==> config.mk <==
export PLATFORM = sky130hd
export DESIGN_NAME = lsq_dispatch_packer
export DESIGN_NICKNAME = d
export VERILOG_FILES = /design/src/rtl/lsq_pkg.sv /design/src/rtl/lsq_slot_compact.sv /design/src/rtl/lsq_dispatch_packer.sv
export SDC_FILE = /design/constraint.sdc
export NUM_CORES = 1
export LEC_CHECK = 0
export CORE_MARGIN = 2
export CORE_UTILIZATION = 30
export DETAILED_ROUTE_END_ITERATION = 8
export GPL_ROUTABILITY_DRIVEN = 1
export PLACE_DENSITY = 0.54
export SYNTH_ARGS = -nofsm -noshare
export SYNTH_HDL_FRONTEND = slang
export SYNTH_SLANG_ARGS = --single-unit
==> constraint.sdc <==
create_clock -name clk -period 4.5 [get_ports clk]
set_input_delay 0.45 -clock clk [delete_from_list [all_inputs] [get_ports clk]]
set_output_delay 0.45 -clock clk [all_outputs]
set_load 0.01 [all_outputs]
==> src/rtl/lsq_pkg.sv <==
// Shared defaults and types for the dispatch-to-LSQ index packer.
package lsq_pkg;

  localparam int unsigned DispWDefault   = 4;
  localparam int unsigned RobIdxWDefault = 7;

  // One packed slot as seen by the LSQ: {valid, rob_idx}.
  typedef struct packed {
    logic                      v;
    logic [RobIdxWDefault-1:0] idx;
  } lsq_slot_t;

  // Width needed to hold a count in the range 0..n.
  function automatic int unsigned cnt_width(input int unsigned n);
    return $clog2(n + 1);
  endfunction

endpackage

==> src/rtl/lsq_slot_compact.sv <==
// Combinational prefix-sum compactor: packs the ROB indices of the set mask bits into
// dense, lowest-slot-first {valid, idx} slots and reports how many slots are used.
module lsq_slot_compact
  import lsq_pkg::*;
#(
  parameter int unsigned DISP_W    = DispWDefault,
  parameter int unsigned ROB_IDX_W = RobIdxWDefault,
  parameter int unsigned ROB_DEPTH = 128,
  localparam int unsigned SlotW    = ROB_IDX_W + 1,
  localparam int unsigned CntW     = cnt_width(DISP_W)
) (
  input  logic [DISP_W-1:0]       mask_i,
  input  logic [ROB_IDX_W-1:0]    base_i,
  output logic [DISP_W*SlotW-1:0] slots_o,
  output logic [CntW-1:0]         cnt_o
);

  localparam logic [ROB_IDX_W:0] DepthW = SlotW'(ROB_DEPTH);

  logic [ROB_IDX_W:0]   sum [DISP_W];
  logic [ROB_IDX_W-1:0] idx [DISP_W];
  logic [CntW-1:0]      pos;

  // Base is always below ROB_DEPTH, so one conditional subtract wraps any offset < DISP_W.
  always_comb begin
    for (int unsigned i = 0; i < DISP_W; i++) begin
      sum[i] = {1'b0, base_i} + SlotW'(i);
      if (sum[i] >= DepthW) begin
        idx[i] = ROB_IDX_W'(sum[i] - DepthW);
      end else begin
        idx[i] = sum[i][ROB_IDX_W-1:0];
      end
    end
  end

  always_comb begin
    slots_o = '0;
    pos     = '0;
    for (int unsigned i = 0; i < DISP_W; i++) begin
      if (mask_i[i]) begin
        slots_o[pos*SlotW +: SlotW] = {1'b1, idx[i]};
        pos = pos + 1'b1;
      end
    end
    cnt_o = pos;
  end

endmodule

==> src/rtl/lsq_dispatch_packer.sv <==
// Registered, credit-checked packer of load/store ROB indices from dispatch toward the LSQ,
// with valid/ready output handshake, load/store queue credit tracking and flush handling.
module lsq_dispatch_packer
  import lsq_pkg::*;
#(
  parameter int unsigned DISP_W    = DispWDefault,
  parameter int unsigned ROB_IDX_W = RobIdxWDefault,
  parameter int unsigned ROB_DEPTH = 128,
  parameter int unsigned LQ_DEPTH  = 16,
  parameter int unsigned SQ_DEPTH  = 16,
  localparam int unsigned SlotW    = ROB_IDX_W + 1,
  localparam int unsigned CntW     = cnt_width(DISP_W),
  localparam int unsigned LqW      = cnt_width(LQ_DEPTH),
  localparam int unsigned SqW      = cnt_width(SQ_DEPTH)
) (
  input  logic                    clk,
  input  logic                    rst_n,
  input  logic                    flush_i,
  input  logic                    disp_valid_i,
  output logic                    disp_ready_o,
  input  logic [DISP_W-1:0]       disp_is_ld_i,
  input  logic [DISP_W-1:0]       disp_is_st_i,
  input  logic [ROB_IDX_W-1:0]    rob_base_idx_i,
  output logic                    lsq_valid_o,
  input  logic                    lsq_ready_i,
  output logic [DISP_W*SlotW-1:0] ld_indx_to_lsq_o,
  output logic [DISP_W*SlotW-1:0] st_indx_to_lsq_o,
  output logic [CntW-1:0]         ld_cnt_o,
  output logic [CntW-1:0]         st_cnt_o,
  input  logic [LqW-1:0]          ld_free_cnt_i,
  input  logic [SqW-1:0]          st_free_cnt_i,
  output logic                    credit_err_o
);

  logic [DISP_W*SlotW-1:0] ld_slots, st_slots;
  logic [CntW-1:0]         nld, nst;

  lsq_slot_compact #(
    .DISP_W    (DISP_W),
    .ROB_IDX_W (ROB_IDX_W),
    .ROB_DEPTH (ROB_DEPTH)
  ) u_ld_compact (
    .mask_i  (disp_is_ld_i),
    .base_i  (rob_base_idx_i),
    .slots_o (ld_slots),
    .cnt_o   (nld)
  );

  lsq_slot_compact #(
    .DISP_W    (DISP_W),
    .ROB_IDX_W (ROB_IDX_W),
    .ROB_DEPTH (ROB_DEPTH)
  ) u_st_compact (
    .mask_i  (disp_is_st_i),
    .base_i  (rob_base_idx_i),
    .slots_o (st_slots),
    .cnt_o   (nst)
  );

  logic                    valid_q, valid_d;
  logic [DISP_W*SlotW-1:0] ld_slots_q, ld_slots_d;
  logic [DISP_W*SlotW-1:0] st_slots_q, st_slots_d;
  logic [CntW-1:0]         ld_cnt_q, ld_cnt_d;
  logic [CntW-1:0]         st_cnt_q, st_cnt_d;
  logic [LqW-1:0]          lq_cred_q, lq_cred_d;
  logic [SqW-1:0]          sq_cred_q, sq_cred_d;
  logic                    credit_err_q, credit_err_d;

  logic        accept;
  logic        flush_ret;
  logic [31:0] lq_sum, sq_sum;

  assign disp_ready_o = !flush_i && (!valid_q || lsq_ready_i) &&
                        (32'(nld) <= 32'(lq_cred_q)) && (32'(nst) <= 32'(sq_cred_q));
  assign accept       = disp_valid_i && disp_ready_o;

  // A held bundle the LSQ never took is dropped on flush, so its credits come back.
  assign flush_ret = flush_i && valid_q && !lsq_ready_i;

  always_comb begin
    valid_d    = valid_q;
    ld_slots_d = ld_slots_q;
    st_slots_d = st_slots_q;
    ld_cnt_d   = ld_cnt_q;
    st_cnt_d   = st_cnt_q;
    if (flush_i) begin
      valid_d    = 1'b0;
      ld_slots_d = '0;
      st_slots_d = '0;
      ld_cnt_d   = '0;
      st_cnt_d   = '0;
    end else if (accept) begin
      valid_d    = 1'b1;
      ld_slots_d = ld_slots;
      st_slots_d = st_slots;
      ld_cnt_d   = nld;
      st_cnt_d   = nst;
    end else if (valid_q && lsq_ready_i) begin
      valid_d = 1'b0;
    end
  end

  always_comb begin
    lq_sum = 32'(lq_cred_q) + 32'(ld_free_cnt_i);
    sq_sum = 32'(sq_cred_q) + 32'(st_free_cnt_i);
    if (accept) begin
      lq_sum = lq_sum - 32'(nld);
      sq_sum = sq_sum - 32'(nst);
    end
    if (flush_ret) begin
      lq_sum = lq_sum + 32'(ld_cnt_q);
      sq_sum = sq_sum + 32'(st_cnt_q);
    end
    credit_err_d = credit_err_q;
    if (lq_sum > 32'(LQ_DEPTH)) begin
      lq_cred_d    = LqW'(LQ_DEPTH);
      credit_err_d = 1'b1;
    end else begin
      lq_cred_d = LqW'(lq_sum);
    end
    if (sq_sum > 32'(SQ_DEPTH)) begin
      sq_cred_d    = SqW'(SQ_DEPTH);
      credit_err_d = 1'b1;
    end else begin
      sq_cred_d = SqW'(sq_sum);
    end
  end

  always_ff @(posedge clk or negedge rst_n) begin
    if (!rst_n) begin
      valid_q      <= 1'b0;
      ld_slots_q   <= '0;
      st_slots_q   <= '0;
      ld_cnt_q     <= '0;
      st_cnt_q     <= '0;
      lq_cred_q    <= LqW'(LQ_DEPTH);
      sq_cred_q    <= SqW'(SQ_DEPTH);
      credit_err_q <= 1'b0;
    end else begin
      valid_q      <= valid_d;
      ld_slots_q   <= ld_slots_d;
      st_slots_q   <= st_slots_d;
      ld_cnt_q     <= ld_cnt_d;
      st_cnt_q     <= st_cnt_d;
      lq_cred_q    <= lq_cred_d;
      sq_cred_q    <= sq_cred_d;
      credit_err_q <= credit_err_d;
    end
  end

  assign lsq_valid_o      = valid_q;
  assign ld_indx_to_lsq_o = ld_slots_q;
  assign st_indx_to_lsq_o = st_slots_q;
  assign ld_cnt_o         = ld_cnt_q;
  assign st_cnt_o         = st_cnt_q;
  assign credit_err_o     = credit_err_q;

endmodule

* After elaboration in Yosys (flattened, before gate mapping)
Cells that the tools add are included.
** Cells by class
- Magnitude comparators :: 8
- Add/subtract/negate cells :: 25
- Reduce and logical (&&, ||, !) cells :: 14
- Shifts and indexed selects :: 12
- Multiplexer cells :: 45
** Operators by type and width (count)
- $mux 32 :: 14
- $shift 8x34->32 const A :: 6
- $shiftx 8x34->32 :: 6
- $bwmux 32 :: 6
- $neg 6->34 :: 4
- $neg 4->34 :: 2
- $add 32x3->32 :: 2
- $gt 32x5->1 const B :: 2
- $mux 3 :: 10
- $mux 7 :: 4
- $sub 7x1->7 const B :: 4
- $ge 8x8->1 const B :: 3
- $add 7x2->8 const B :: 2
- $mux 8 :: 2
- $sub 6x3->7 :: 2
- $add 3x1->3 const B :: 4
- $add 5x5->6 :: 2
- $le 3x5->1 :: 2
- $mux 5 :: 2
- $add 7x1->8 const B :: 1
- $ge 7x8->1 const B :: 1
- $logic_and 1x1->1 :: 7
- $mux 1 :: 7
- $add 1x1->2 const B :: 2
- 4 further kinds :: 7
** Word-level totals
- Bits in registers :: 82
- Output and inout port bits :: 73
- Input port bits :: 30

* Longest topological paths before layout
- Depth after elaboration :: 17
- Depth in mapped cells :: 32
- Depth with buffers taken out :: 29

* By module
Synthesis repeated with hierarchy kept, for this count alone.
** Second synthesis, totals
- Cell total of the unflattened synthesis :: 1004
- Area, all modules :: 8189.1 um^2
** By module, submodules not included
- lsq_dispatch_packer :: cells an instance 572, seq. area each 2054.5 um^2, area an instance 5202.5 um^2, instances 1
- lsq_slot_compact (u_st_compact) :: cells an instance 216, seq. area each 0.0 um^2, area an instance 1500.2 um^2, instances 1
- lsq_slot_compact (u_ld_compact) :: cells an instance 216, seq. area each 0.0 um^2, area an instance 1486.4 um^2, instances 1

* Worst setup path after synthesis
Ideal clock, no wire load.
- Kind :: in2reg
- Start point :: input port disp_is_st_i[0]
- End point :: register credit_err_q, in the netlist credit_err_o
- Slack :: -2201 ps
- Buffers on the path :: 4
- Library setup time :: 138 ps
- Data required time :: 4362 ps
- Arrival time :: 6563 ps
- Cell stages on the path :: 32
- Cells stage by stage :: clkbuf_1 > inv_1 > ha_1 > o21ai_0 > inv_1 > ha_1 > nand2b_1 > o21ai_0 > inv_1 > ha_1 > nor2b_4 > o31ai_4 > o22a_1 > nand2_1 > clkbuf_1 > clkbuf_1 > clkbuf_1 > o21bai_1 > ha_1 > inv_1 > fa_1 > inv_1 > a21oi_1 > or2_2 > ha_1 > nand4b_1 > nor2_1 > nand4_1 > or3_1 > mux2i_1 > o21ai_2 > or4b_1
** Between the ends
- Longest elaborated chain between the ends :: 15
- Elaborated cells on any way between the ends :: 21
- Classes of those cells :: 6 x add/sub; 3 x order compare; 9 x mux; 3 x reduce/logical
** RTL lines
- start: declaration :: line lsq_dispatch_packer.sv:22 : input logic [DISP_W-1:0] disp_is_st_i,
- $mux 1 (*) :: line lsq_slot_compact.sv:40 : if (mask_i[i]) begin
- $add 1x1->2 :: line lsq_slot_compact.sv:42 : pos = pos + 1'b1;
- $mux 3 (*) :: line lsq_slot_compact.sv:40
- $add 3x1->3 :: line lsq_slot_compact.sv:42
- $mux 3 (*) :: line lsq_slot_compact.sv:40
- $add 3x1->3 :: line lsq_slot_compact.sv:42
- $mux 3 (*) :: line lsq_slot_compact.sv:40
- $le 3x5->1 :: line lsq_dispatch_packer.sv:74 : (32'(nld) <= 32'(lq_cred_q)) && (32'(nst) <= 32'(sq_cred_q));
- $logic_and 1x1->1 :: line lsq_dispatch_packer.sv:74
- $logic_and 1x1->1 :: line lsq_dispatch_packer.sv:75 : assign accept = disp_valid_i && disp_ready_o;
- $mux 32 :: line lsq_dispatch_packer.sv:106 : if (accept) begin
- $add 32x3->32, on equally long branches :: line lsq_dispatch_packer.sv:112, lsq_dispatch_packer.sv:111
- $mux 32 :: line lsq_dispatch_packer.sv:110 : if (flush_ret) begin
- $gt 32x5->1, on equally long branches :: line lsq_dispatch_packer.sv:121, lsq_dispatch_packer.sv:115
- $mux 1 or $reduce_bool 2->1 (tied branches)
- end signal: assignment :: line lsq_dispatch_packer.sv:147 : credit_err_q <= credit_err_d;
- end: declaration :: line lsq_dispatch_packer.sv:67 : logic credit_err_q, credit_err_d;
Mark *: on every way between the ends. The rest lies on a longest branch, timed or not.
A chain may end at the register's enable or synchronous reset.

* Worst setup path in the final report
- Start point :: input port disp_is_st_i[1]
- End point :: register credit_err_q, in the netlist credit_err_o
** Between the ends
- Longest elaborated chain between the ends :: 13
- Elaborated cells on any way between the ends :: 19
- Classes of those cells :: 5 x add/sub; 3 x order compare; 8 x mux; 3 x reduce/logical
** RTL lines (line)
- $mux 3 (*) :: lsq_slot_compact.sv:40
- $add 3x1->3 :: lsq_slot_compact.sv:42
- $mux 3 (*) :: lsq_slot_compact.sv:40
- $add 3x1->3 :: lsq_slot_compact.sv:42
- $mux 3 (*) :: lsq_slot_compact.sv:40
- $le 3x5->1 :: lsq_dispatch_packer.sv:74
- $logic_and 1x1->1 :: lsq_dispatch_packer.sv:74
- $logic_and 1x1->1 :: lsq_dispatch_packer.sv:75
- $mux 32 :: lsq_dispatch_packer.sv:106
- $add 32x3->32, on equally long branches :: lsq_dispatch_packer.sv:112, lsq_dispatch_packer.sv:111
- $mux 32 :: lsq_dispatch_packer.sv:110
- $gt 32x5->1, on equally long branches :: lsq_dispatch_packer.sv:121, lsq_dispatch_packer.sv:115
- $mux 1 or $reduce_bool 2->1 (tied branches)
Marks and branches as above.

==> out/qor.json <==
{
  "status": "complete, but fails checks",
  "failed_checks": "setup timing",
  "io_pins": 103,
  "post_synth_and_or_nand_nor_area_fraction_pct": 21.1,
  "total_switching_power_mw": 1.58,
  "switching_share_pct": 39.3,
  "wirelength_mm": 22.8,
  "crit_required_ns": 4.71,
  "final_net_count": 1131,
  "postLayoutSetupSlackWorst_ns": -0.734,
  "comb_power_share_pct": 59.9,
  "placeableCoreArea_um2": 22400,
  "gr_usage_total_pct": 19.3,
  "p_int_mw": 2.45,
  "detailroute.via_count": 6820,
  "placement.io_buffers": 102,
  "syn_inst": 815,
  "largest_family_of_logic_cells_by_synthesized_area": "compound AO/OA/AOI/OAI gates",
  "final.fill_count": 2229,
  "dp_slack_ns": -1.86,
  "maxSlewHeadroom_pct": 39.0,
  "area_delta_synth_final_pct": 45.5,
  "hold_viol_final": 0,
  "sequentialPowerShare_pct": 23.2,
  "start_util_pct": 30.3,
  "grt-ovfl-total": 0,
  "cts.clk_slew.worst_paths_ns": 0.06,
  "worst_r2r_endpoint": "credit_err_o$_DFFE_PN0P_",
  "share_clk_of_total_power_pct": 16.9,
  "fmax_mhz": 191,
  "initialDrtViolationCount": 443,
  "asyncSetResetFlopFracSynth_pct": 100,
  "end_kind": "register",
  "design_power_total_mw": 4.03,
  "endpoints_failing_setup": 11,
  "die_h_um": 154,
  "grt_pass1_wl_mm": 36.4,
  "synth-warning-count": 0,
  "worstSkewPairLatency_ns": 0.34,
  "ff2ff_setup_slack_ns": -0.30,
  "finalNonFillerCells": 1313,
  "yosys.area.top_type": "sky130_fd_sc_hd__dfrtp_1",
  "hpwl_mm": 17.1,
  "synth_area_leaders": "sky130_fd_sc_hd__dfrtp_1, sky130_fd_sc_hd__ha_1, sky130_fd_sc_hd__o21ai_0",
  "n_antenna_cell": 0,
  "timing.clock.skew_ns": 0.00589,
  "layout_worst_path_cycle_share_pct": 116,
  "globalplace.congestion": 0.888,
  "clock_tree.root_cell": "sky130_fd_sc_hd__clkbuf_16",
  "first_global_vias": 6802,
  "tritoncts_num_sinks": 82,
  "synth_cell_type_count": 76,
  "die-area_um2": 23900,
  "fp-row-count": 55,
  "setup_repair_after_global_routing_missed_its_margin": "true",
  "timing.hold.worst.class": "input port to async pin",
  "syn_nets": 922,
  "post_synthesis_compound_gate_area_fraction_pct": 21.9,
  "yosys.area_share.xor_xnor_pct": 5.14,
  "criticalPathCategory": "input port to register",
  "crit_arrival_ns": 5.45,
  "critical_path_startpoint_category": "input port",
  "firstDrtPassIters": 5,
  "power-per-cell-area_nw_per_um2": 408,
  "worstReg2RegStart": "lq_cred_q[0]$_DFF_PN0_",
  "drt.antenna.violating_nets": 0,
  "synth_enable_flop_cells": 0,
  "remaining_drc_errors": 0,
  "ctsHtreeMaxLevel": 3,
  "post_synthesis_sequential_element_count": 82,
  "tritoncts_clock_tree": "built",
  "antenna_found_initial": 0,
  "synth_area_per_cell_um2": 8.34,
  "largest_driver_fanout_on_the_critical_path": 4,
  "slew_viol_final": 0,
  "final_layout_size_suffix_gt1_share_pct": 26.8,
  "share_of_cell_area_taken_by_muxes_after_synthesis_pct": 1.38,
  "cts_buffers": 9,
  "ff2ff_path_depth": 19,
  "die_width_um": 154,
  "synth_top_area_share_pct": 29.5,
  "irDropWorstVdd_mv": 0.193,
  "synth_flop_cell": "sky130_fd_sc_hd__dfrtp_1",
  "worst_slack_on_hold_paths_ns": 0.0626,
  "placed_cells_incl_taps": 1283,
  "p_leak_nw": 4.22,
  "largest_net_degree_at_the_start_of_global_routing": 109,
  "layout_min_cycle_time_ns": 5.23,
  "wire_per_inst_um": 17.4,
  "post_drt_via_cell_ratio": 5.19,
  "worst-slew-pin-transition_ns": 0.915,
  "cts_buffer_depth": 2,
  "adder_and_majority_gate_portion_of_the_synthesized_area_pct": 15.1,
  "synth_sequential_area_ratio_pct": 30.2,
  "syn_area_um2": 6790,
  "drv.max_cap_violation_count": 0,
  "fin_tns_setup_ns": -4.02
}
[per-layer routing]
metal,up-vias,wire [um],track usage (%)
li1,3360,-,-
met1,3250,10800,26.1
met2,173,10700,32.0
met3,37,851,2.61
met4,0,529,5.78
met5,-,0,0
[placed cells by master, fill, tap and decap left out, types with 6 or more instances in the layout]
cell,instances
sky130_fd_sc_hd__a21oi_1,48
sky130_fd_sc_hd__o21ai_2,7
sky130_fd_sc_hd__clkdlybuf4s50_1,95
sky130_fd_sc_hd__xnor2_1,15
sky130_fd_sc_hd__a21o_1,7
sky130_fd_sc_hd__nor3_1,19
sky130_fd_sc_hd__inv_1,33
sky130_fd_sc_hd__nand2b_1,6
sky130_fd_sc_hd__buf_6,8
sky130_fd_sc_hd__a22oi_1,15
sky130_fd_sc_hd__xor2_1,15
sky130_fd_sc_hd__buf_4,135
sky130_fd_sc_hd__ha_1,48
sky130_fd_sc_hd__clkbuf_16,9
sky130_fd_sc_hd__nor2_1,50
sky130_fd_sc_hd__o21ai_0,86
sky130_fd_sc_hd__dfrtp_1,80
sky130_fd_sc_hd__inv_2,13
sky130_fd_sc_hd__nand3_1,77
sky130_fd_sc_hd__nand2_1,49
sky130_fd_sc_hd__o22ai_1,13
sky130_fd_sc_hd__mux2i_1,6
sky130_fd_sc_hd__nor2b_1,7
sky130_fd_sc_hd__ha_4,19
[Yosys cell counts (9+ instances only)]
library cell	count
sky130_fd_sc_hd__o21ai_0	90
sky130_fd_sc_hd__dfrtp_1	80
sky130_fd_sc_hd__nand3_1	78
sky130_fd_sc_hd__ha_1	69
sky130_fd_sc_hd__nor2_1	54
sky130_fd_sc_hd__a21oi_1	53
sky130_fd_sc_hd__nand2_1	52
sky130_fd_sc_hd__inv_1	49
sky130_fd_sc_hd__clkbuf_1	39
sky130_fd_sc_hd__nor3_1	21
sky130_fd_sc_hd__xnor2_1	17
sky130_fd_sc_hd__xor2_1	16
sky130_fd_sc_hd__a22oi_1	15
sky130_fd_sc_hd__o22ai_1	13
sky130_fd_sc_hd__a21o_1	9
[final cells by class]
cell class | count | area [um^2] | share of cell area, %
repair buffers | 241 | 2090 | 21.1
well taps | 285 | 357 | 3.61
clock inverters | 5 | 31.3 | 0.317
flip-flops and latches | 82 | 2050 | 20.8
clock buffers | 10 | 239 | 2.42
inverters | 51 | 204 | 2.06
multi-input cells | 639 | 4910 | 49.7
[stage by stage]
| stage | area, um^2 | util [%] |
|---|---|---|
| after floorplan | 6970 | - |
| after global placement | 9060 | 40.4 |
| after detailed placement | 9060 | 40.4 |
| after CTS | 9720 | 43.3 |
| after global routing | 9880 | 44.0 |
| final | 9880 | 44.0 |
[sequential cells by signal (all words and copies together) (netlist names)]
name and count:
st_indx_to_lsq_o 32, ld_cnt_o 3, credit_err_o 1, lsq_valid_o 1, ld_indx_to_lsq_o 32, sq_cred_q 5, lq_cred_q 5, st_cnt_o 3
[power groups by stage]
stage               Sequential [mW]  Clock, mW  Combinational (mW)
finish                        0.935      0.681                2.41
detailed placement            0.945          0                2.12
floorplan                     0.959          0                1.13
CTS                           0.932      0.704                2.35
global route                  0.947      0.734                2.64
global placement              0.946          0                2.10
[how the worst max path moves through the flow]
stage / startpoint / end / slack [ns] / depth (start not counted)
2_1_floorplan: disp_is_st_i[1] / credit_err_o$_DFFE_PN0P_ / -1.55 / 30
3_3_place_gp: disp_is_st_i[1] / credit_err_o$_DFFE_PN0P_ / -1.72 / 24
3_5_place_dp: disp_is_st_i[1] / credit_err_o$_DFFE_PN0P_ / -1.86 / 24
4_1_cts: disp_is_st_i[0] / credit_err_o$_DFFE_PN0P_ / -0.71 / 26
5_1_grt: disp_is_st_i[1] / credit_err_o$_DFFE_PN0P_ / -0.93 / 27
6_report: disp_is_st_i[1] / credit_err_o$_DFFE_PN0P_ / -0.73 / 27
[what timing repair did]
action | 4_1_cts | 5_1_grt
resized for setup | 93 | 27
hold endpoints to repair | 0 | 0
pin swaps | 30 | 26
hold buffers | 0 | 0
endpoints found under the setup margin | 12 | 11
setup buffers | 18 | 3
[critical path: stages]
cell	delay [ns]
sky130_fd_sc_hd__buf_8	0.08
sky130_fd_sc_hd__inv_6	0.03
sky130_fd_sc_hd__fa_2	0.64
sky130_fd_sc_hd__ha_4	0.22
sky130_fd_sc_hd__nand2b_4	0.15
sky130_fd_sc_hd__o21ai_4	0.07
sky130_fd_sc_hd__inv_2	0.06
sky130_fd_sc_hd__ha_4	0.26
sky130_fd_sc_hd__nor2b_4	0.15
sky130_fd_sc_hd__o31ai_4	0.07
sky130_fd_sc_hd__o22a_2	0.29
sky130_fd_sc_hd__a21oi_2	0.17
sky130_fd_sc_hd__o21bai_4	0.16
sky130_fd_sc_hd__ha_4	0.16
sky130_fd_sc_hd__inv_2	0.04
sky130_fd_sc_hd__fa_2	0.34
sky130_fd_sc_hd__inv_2	0.09
sky130_fd_sc_hd__a21oi_4	0.08
sky130_fd_sc_hd__or2_4	0.24
sky130_fd_sc_hd__ha_4	0.25
sky130_fd_sc_hd__nand4b_1	0.09
sky130_fd_sc_hd__nor2_1	0.11
sky130_fd_sc_hd__nand4_1	0.11
sky130_fd_sc_hd__or3_1	0.36
sky130_fd_sc_hd__mux2i_1	0.21
sky130_fd_sc_hd__o21ai_2	0.09
sky130_fd_sc_hd__or4b_1	0.47
[cells by family (layout without fill, tap and decap cells)]
| group | after synthesis | count (layout) |
|---|---|---|
| adders and majority gates | 77 | 77 |
| DFF | 82 | 82 |
| muxes | 9 | 9 |
| buffers and inverters | 94 | 307 |
| AOI/OAI and AO/OA | 238 | 238 |
| and+or+nand+nor | 279 | 279 |
| xor gates and xnor gates | 36 | 36 |
(Power assumes the default switching activity.)
==> RTL edit 1: new RTL, config.mk and constraints unchanged <==
`SQ_DEPTH`: 16 -> 8.
--- a/src/rtl/lsq_dispatch_packer.sv
+++ b/src/rtl/lsq_dispatch_packer.sv
@@ -7,7 +7,7 @@
   parameter int unsigned ROB_IDX_W = RobIdxWDefault,
   parameter int unsigned ROB_DEPTH = 128,
   parameter int unsigned LQ_DEPTH  = 16,
-  parameter int unsigned SQ_DEPTH  = 16,
+  parameter int unsigned SQ_DEPTH  = 8,
   localparam int unsigned SlotW    = ROB_IDX_W + 1,
   localparam int unsigned CntW     = cnt_width(DISP_W),
   localparam int unsigned LqW      = cnt_width(LQ_DEPTH),
Ports: changed (resized st_free_cnt_i); port bits go from 103 to 102. No check against the original RTL was run, so the function may have changed too.
==> RTL edit 1 against the unedited design <==
  * The flow still finishes with violations (negative setup slack)
  * Worst hold slack better by 0.010 ns
  * Synthesized area is 4.0% lower
  * Routed wire length is 6.2% lower
  * Design area is 5.4% lower
  * Worst setup slack better by 0.055 ns
  * Cell count is 4.8% lower
  * First-iteration DRC count is 4.1% higher
  * Sequential cell count is 1 lower
  * Power is 4.6% lower
  * Critical path depth stayed put
  * Critical endpoint unchanged
==> RTL edit 1: results <==
metrics = {
    "outcome": {
        "run_status": "complete, but fails checks",
        "violated_checks": "negative setup slack",
    },
    "setup_path": {
        "reg2reg_depth": 23,
        "worstReg2RegStart": "sq_cred_q[1]$_DFF_PN0_",
        "worst-r2r-setup-slack_ns": 0.02,
    },
    "placed_design": {
        "io_buffer_count": 101,
        "dpl.hpwl_um": 16270,
        "placedInstanceArea_um2": 8646,
        "post-place-cells": 1218,
    },
    "finish": {
        "comb.multi_input.count": 601,
        "nNonClkBuffers": 228,
        "multi_input_area_um2": 4452,
        "clockBufferCount": 12,
        "stdcell_count": 1250,
        "drive_above_1_share_pct": 25.13,
        "inverters": 49,
        "seq_share_pct": 21.71,
        "final.fill_count": 2080,
        "finish.net_count": 1074,
    },
    "sta": {
        "hold-worst-slack_ns": 0.07277,
        "timing.max_slew.rel_slack_pct": 45.83,
        "fin_skew_ns": 0.004902,
        "setup_slack_ns": -0.6798,
        "final-setup-viol-count": 10,
        "setup_tns_ns": -4.056,
    },
    "synth": {
        "synth_commonest_cells": "85 x o21ai_0, 79 x dfrtp_1, 69 x nand2_1, 67 x ha_1, 60 x nor2_1",
        "ys_seq_area_share_pct": 31.13,
        "leading_post_synthesis_cells_by_cell_area": "dfrtp_1 30%, ha_1 13%, o21ai_0 6.5%",
        "synth.distinct_cells": 68,
        "synthesis.area_per_instance_um2": 8.424,
    },
    "drt": {
        "route.detailed.vias_per_inst": 5.104,
        "wirelength_um": 21410,
        "detailedRoute.firstPassIterationCount": 6,
    },
    "global_route": {
        "grt_first_pass_wirelength_um": 34160,
        "grt_pass1_vias": 6391,
        "maximum_number_of_pins_on_one_net_before_global_route_repair": 62,
        "met3_usage_pct": 3.584,
        "grt_util_met2_pct": 31.97,
    },
    "pwr": {
        "total_power_mw": 3.842,
        "max-vdd-ir-drop_v": 0.0002263,
        "cellInternalPower_mw": 2.400,
        "pwr-share-comb_pct": 54.7,
        "powerClk_mw": 0.827,
    },
    "die": {
        "core_area_um2": 21150,
    },
}
==> RTL edit 1: changes by cell type in the layout (fill, tap and decap cells not counted), sizes merged, moves of 10 or more <==
| cell | delta |
|---|---|
| nand2 | +16 |
| nand3 | -22 |
| a21oi | -10 |
| a31o | +14 |
| buf | -12 |
==> RTL edit 1: kinds of logic after synthesis <==
| group | Yosys count | share of synthesized area, % |
|---|---|---|
| xor gates and xnor gates | 34 | 4.682 |
| muxes | 12 | 2.015 |
| adders and majority gates | 75 | 15.31 |
| AOI/OAI and AO/OA | 223 | 22.09 |
| buffers and inverters | 92 | 5.469 |
| and+or+nand+nor | 257 | 19.31 |
| DFF | 81 | 31.13 |
==> RTL edit 1: what timing repair did <==
| action | 4_1_cts | 5_1_grt |
|---|---|---|
| gates resized for setup | 66 | 18 |
| buffers inserted | 15 | 3 |
| hold buffers | 0 | 0 |
| setup endpoints to repair | 10 | 10 |
| pin swaps | 41 | 25 |
==> RTL edit 1: worst register-to-register path: stages, from the launching register on <==
cell      delay (ns)
dfrtp_1         0.43
inv_1           0.11
ha_4            0.29
nor2b_4         0.15
o31ai_4         0.08
o32ai_2         0.33
nor2_1          0.11
nor2_1          0.13
o21bai_4        0.14
ha_2            0.20
inv_2           0.04
fa_2            0.36
inv_2           0.06
a21o_1          0.18
buf_6           0.12
nand2_4         0.04
ha_4            0.25
nand2_2         0.05
nor4_2          0.25
nand4_1         0.18
o21ai_1         0.12
o311a_2         0.20
nor2_1          0.04
or4_1           0.51
==> RTL edit 1: routing by layer <==
| metal | vias up | part of all wire, % |
|---|---|---|
| met4 | 0 | 1.9 |
| li1 | 3170 | - |
| met5 | - | 0 |
| met3 | 35 | 4.5 |
| met2 | 170 | 47 |
| met1 | 3005 | 46 |
==> RTL edit 2: new RTL, same settings <==
Without the edit above. Reset style: synchronous (`rst_n`), changed in one clocked block.
--- a/src/rtl/lsq_dispatch_packer.sv
+++ b/src/rtl/lsq_dispatch_packer.sv
@@ -126,7 +126,7 @@
     end
   end
 
-  always_ff @(posedge clk or negedge rst_n) begin
+  always_ff @(posedge clk) begin
     if (!rst_n) begin
       valid_q      <= 1'b0;
       ld_slots_q   <= '0;
Formal check against the unedited RTL: not equivalent (a bounded check fails within 4 cycles, from zero or initial values and one cycle with rst_n low; the reset may be asserted at any time).
==> RTL edit 2 against the unedited design <==
  * The flow still finishes with violations (negative setup slack)
  * Via count down 2.2%
  * Synthesized area shrank 5.1%
  * Routed wire length fell by 4.2%
  * Design area decreased by 4.2%
  * Worst setup slack lost 0.18 ns
  * Maximum frequency decreased by 3.3%
  * Sequential cell count stayed put
  * Register-to-register slack worse by 0.28 ns
  * Power is 17% lower
  * Critical path type unchanged
  * Largest power group unchanged
==> RTL edit 2: results <==
metrics = {
    "placed_design": {
        "post-place-cells": 1256,
        "placement.setup.worst_slack_ns": -1.951,
        "finalWeightedCongestion": 0.8915,
        "dpl.hpwl_um": 16570,
    },
    "global_route": {
        "maximum_number_of_pins_on_one_net_before_global_route_repair": 64,
        "met3_usage_pct": 2.788,
        "grt_util_met2_pct": 32.30,
        "global_route.usage.met1_pct": 25.77,
        "grt_pass1_vias": 6487,
        "grt_first_pass_wirelength_um": 34690,
    },
    "setup_path": {
        "crit_path_max_fanout": 3,
        "worstPathArrival_ns": 5.65,
        "worstSetupStartpoint": "disp_is_st_i[2]",
        "crit-reg2reg-capture": "credit_err_o$_SDFFE_PN0P_",
        "worst-r2r-setup-slack_ns": -0.58,
        "worstReg2RegStart": "sq_cred_q[0]$_SDFF_PP0_",
    },
    "pwr": {
        "p_sw_share_pct": 36.57,
        "powerClk_mw": 0.809,
        "max-vdd-ir-drop_v": 0.0002043,
        "p_per_area_nw_per_um2": 351.9,
        "power.leakage_nw": 3.741,
        "seqPwrFrac_pct": 24.3,
    },
    "drt": {
        "met3RoutedLength_um": 952,
        "drt_first_iter_violations": 393,
        "wl_per_instance_um": 16.93,
        "routed-via-count": 6672,
        "wirelength_um": 21860,
    },
    "sta": {
        "hold-worst-slack_ns": 0.4539,
        "setup_slack_ns": -0.9140,
        "final-setup-viol-count": 11,
        "timing.max_slew.rel_slack_pct": 42.30,
        "fin_skew_ns": 0.009364,
    },
    "synth": {
        "synthesis.area_per_instance_um2": 7.950,
        "leading_post_synthesis_cells_by_cell_area": "dfxtp_1 25%, ha_1 14%, nor2_1 6.3%",
        "postSynthNetCount": 920,
        "synth.distinct_cells": 71,
        "share_of_cell_area_taken_by_muxes_after_synthesis_pct": 1.785,
        "synth_compound_area_share_pct": 21.60,
        "synth_commonest_cells": "108 x nor2_1, 82 x dfxtp_1, 71 x ha_1, 58 x nand2_1, 56 x a21oi_1",
        "ys_seq_area_share_pct": 25.46,
        "synth_adder_area_share_pct": 16.26,
    },
    "finish": {
        "finish.net_count": 1120,
        "drive_above_1_share_pct": 24.51,
    },
    "outcome": {
        "violated_checks": "negative setup slack",
        "run_status": "complete, but fails checks",
    },
}
## RTL edit 2: changes by cell type after synthesis, moves of 11 or more
cell	delta
a211oi_1	+23
a221oi_1	+20
a22oi_1	-11
dfrtp_1	-80
dfxtp_1	+82
inv_1	-11
nand3_1	-47
nor2_1	+54
nor3_1	+25
o21ai_0	-61
## RTL edit 2: worst max-delay path: cells and delay by family
family	cells	cell delay [ns]
buffers and inverters	3	0.28
and+or+nand+nor	9	1.93
adders and majority gates	6	1.64
AOI/OAI and AO/OA	6	1.32
## RTL edit 2: final cells by class
type                    instances  area, um2
fillers                      2118      11620
multi-input cells             639       4902
repair buffers                240       2110
flip-flops and latches         82       1642
well taps                     275      344.1
clock buffers                  11      242.7
inverters                      39      151.4
clock inverters                 5      77.57
## RTL edit 2: timing repair
| action | 4_1_cts | 5_1_grt |
|---|---|---|
| pin swaps | 32 | 21 |
| buffers inserted | 14 | 5 |
| resized for setup | 61 | 36 |
| endpoints found under the setup margin | 11 | 11 |
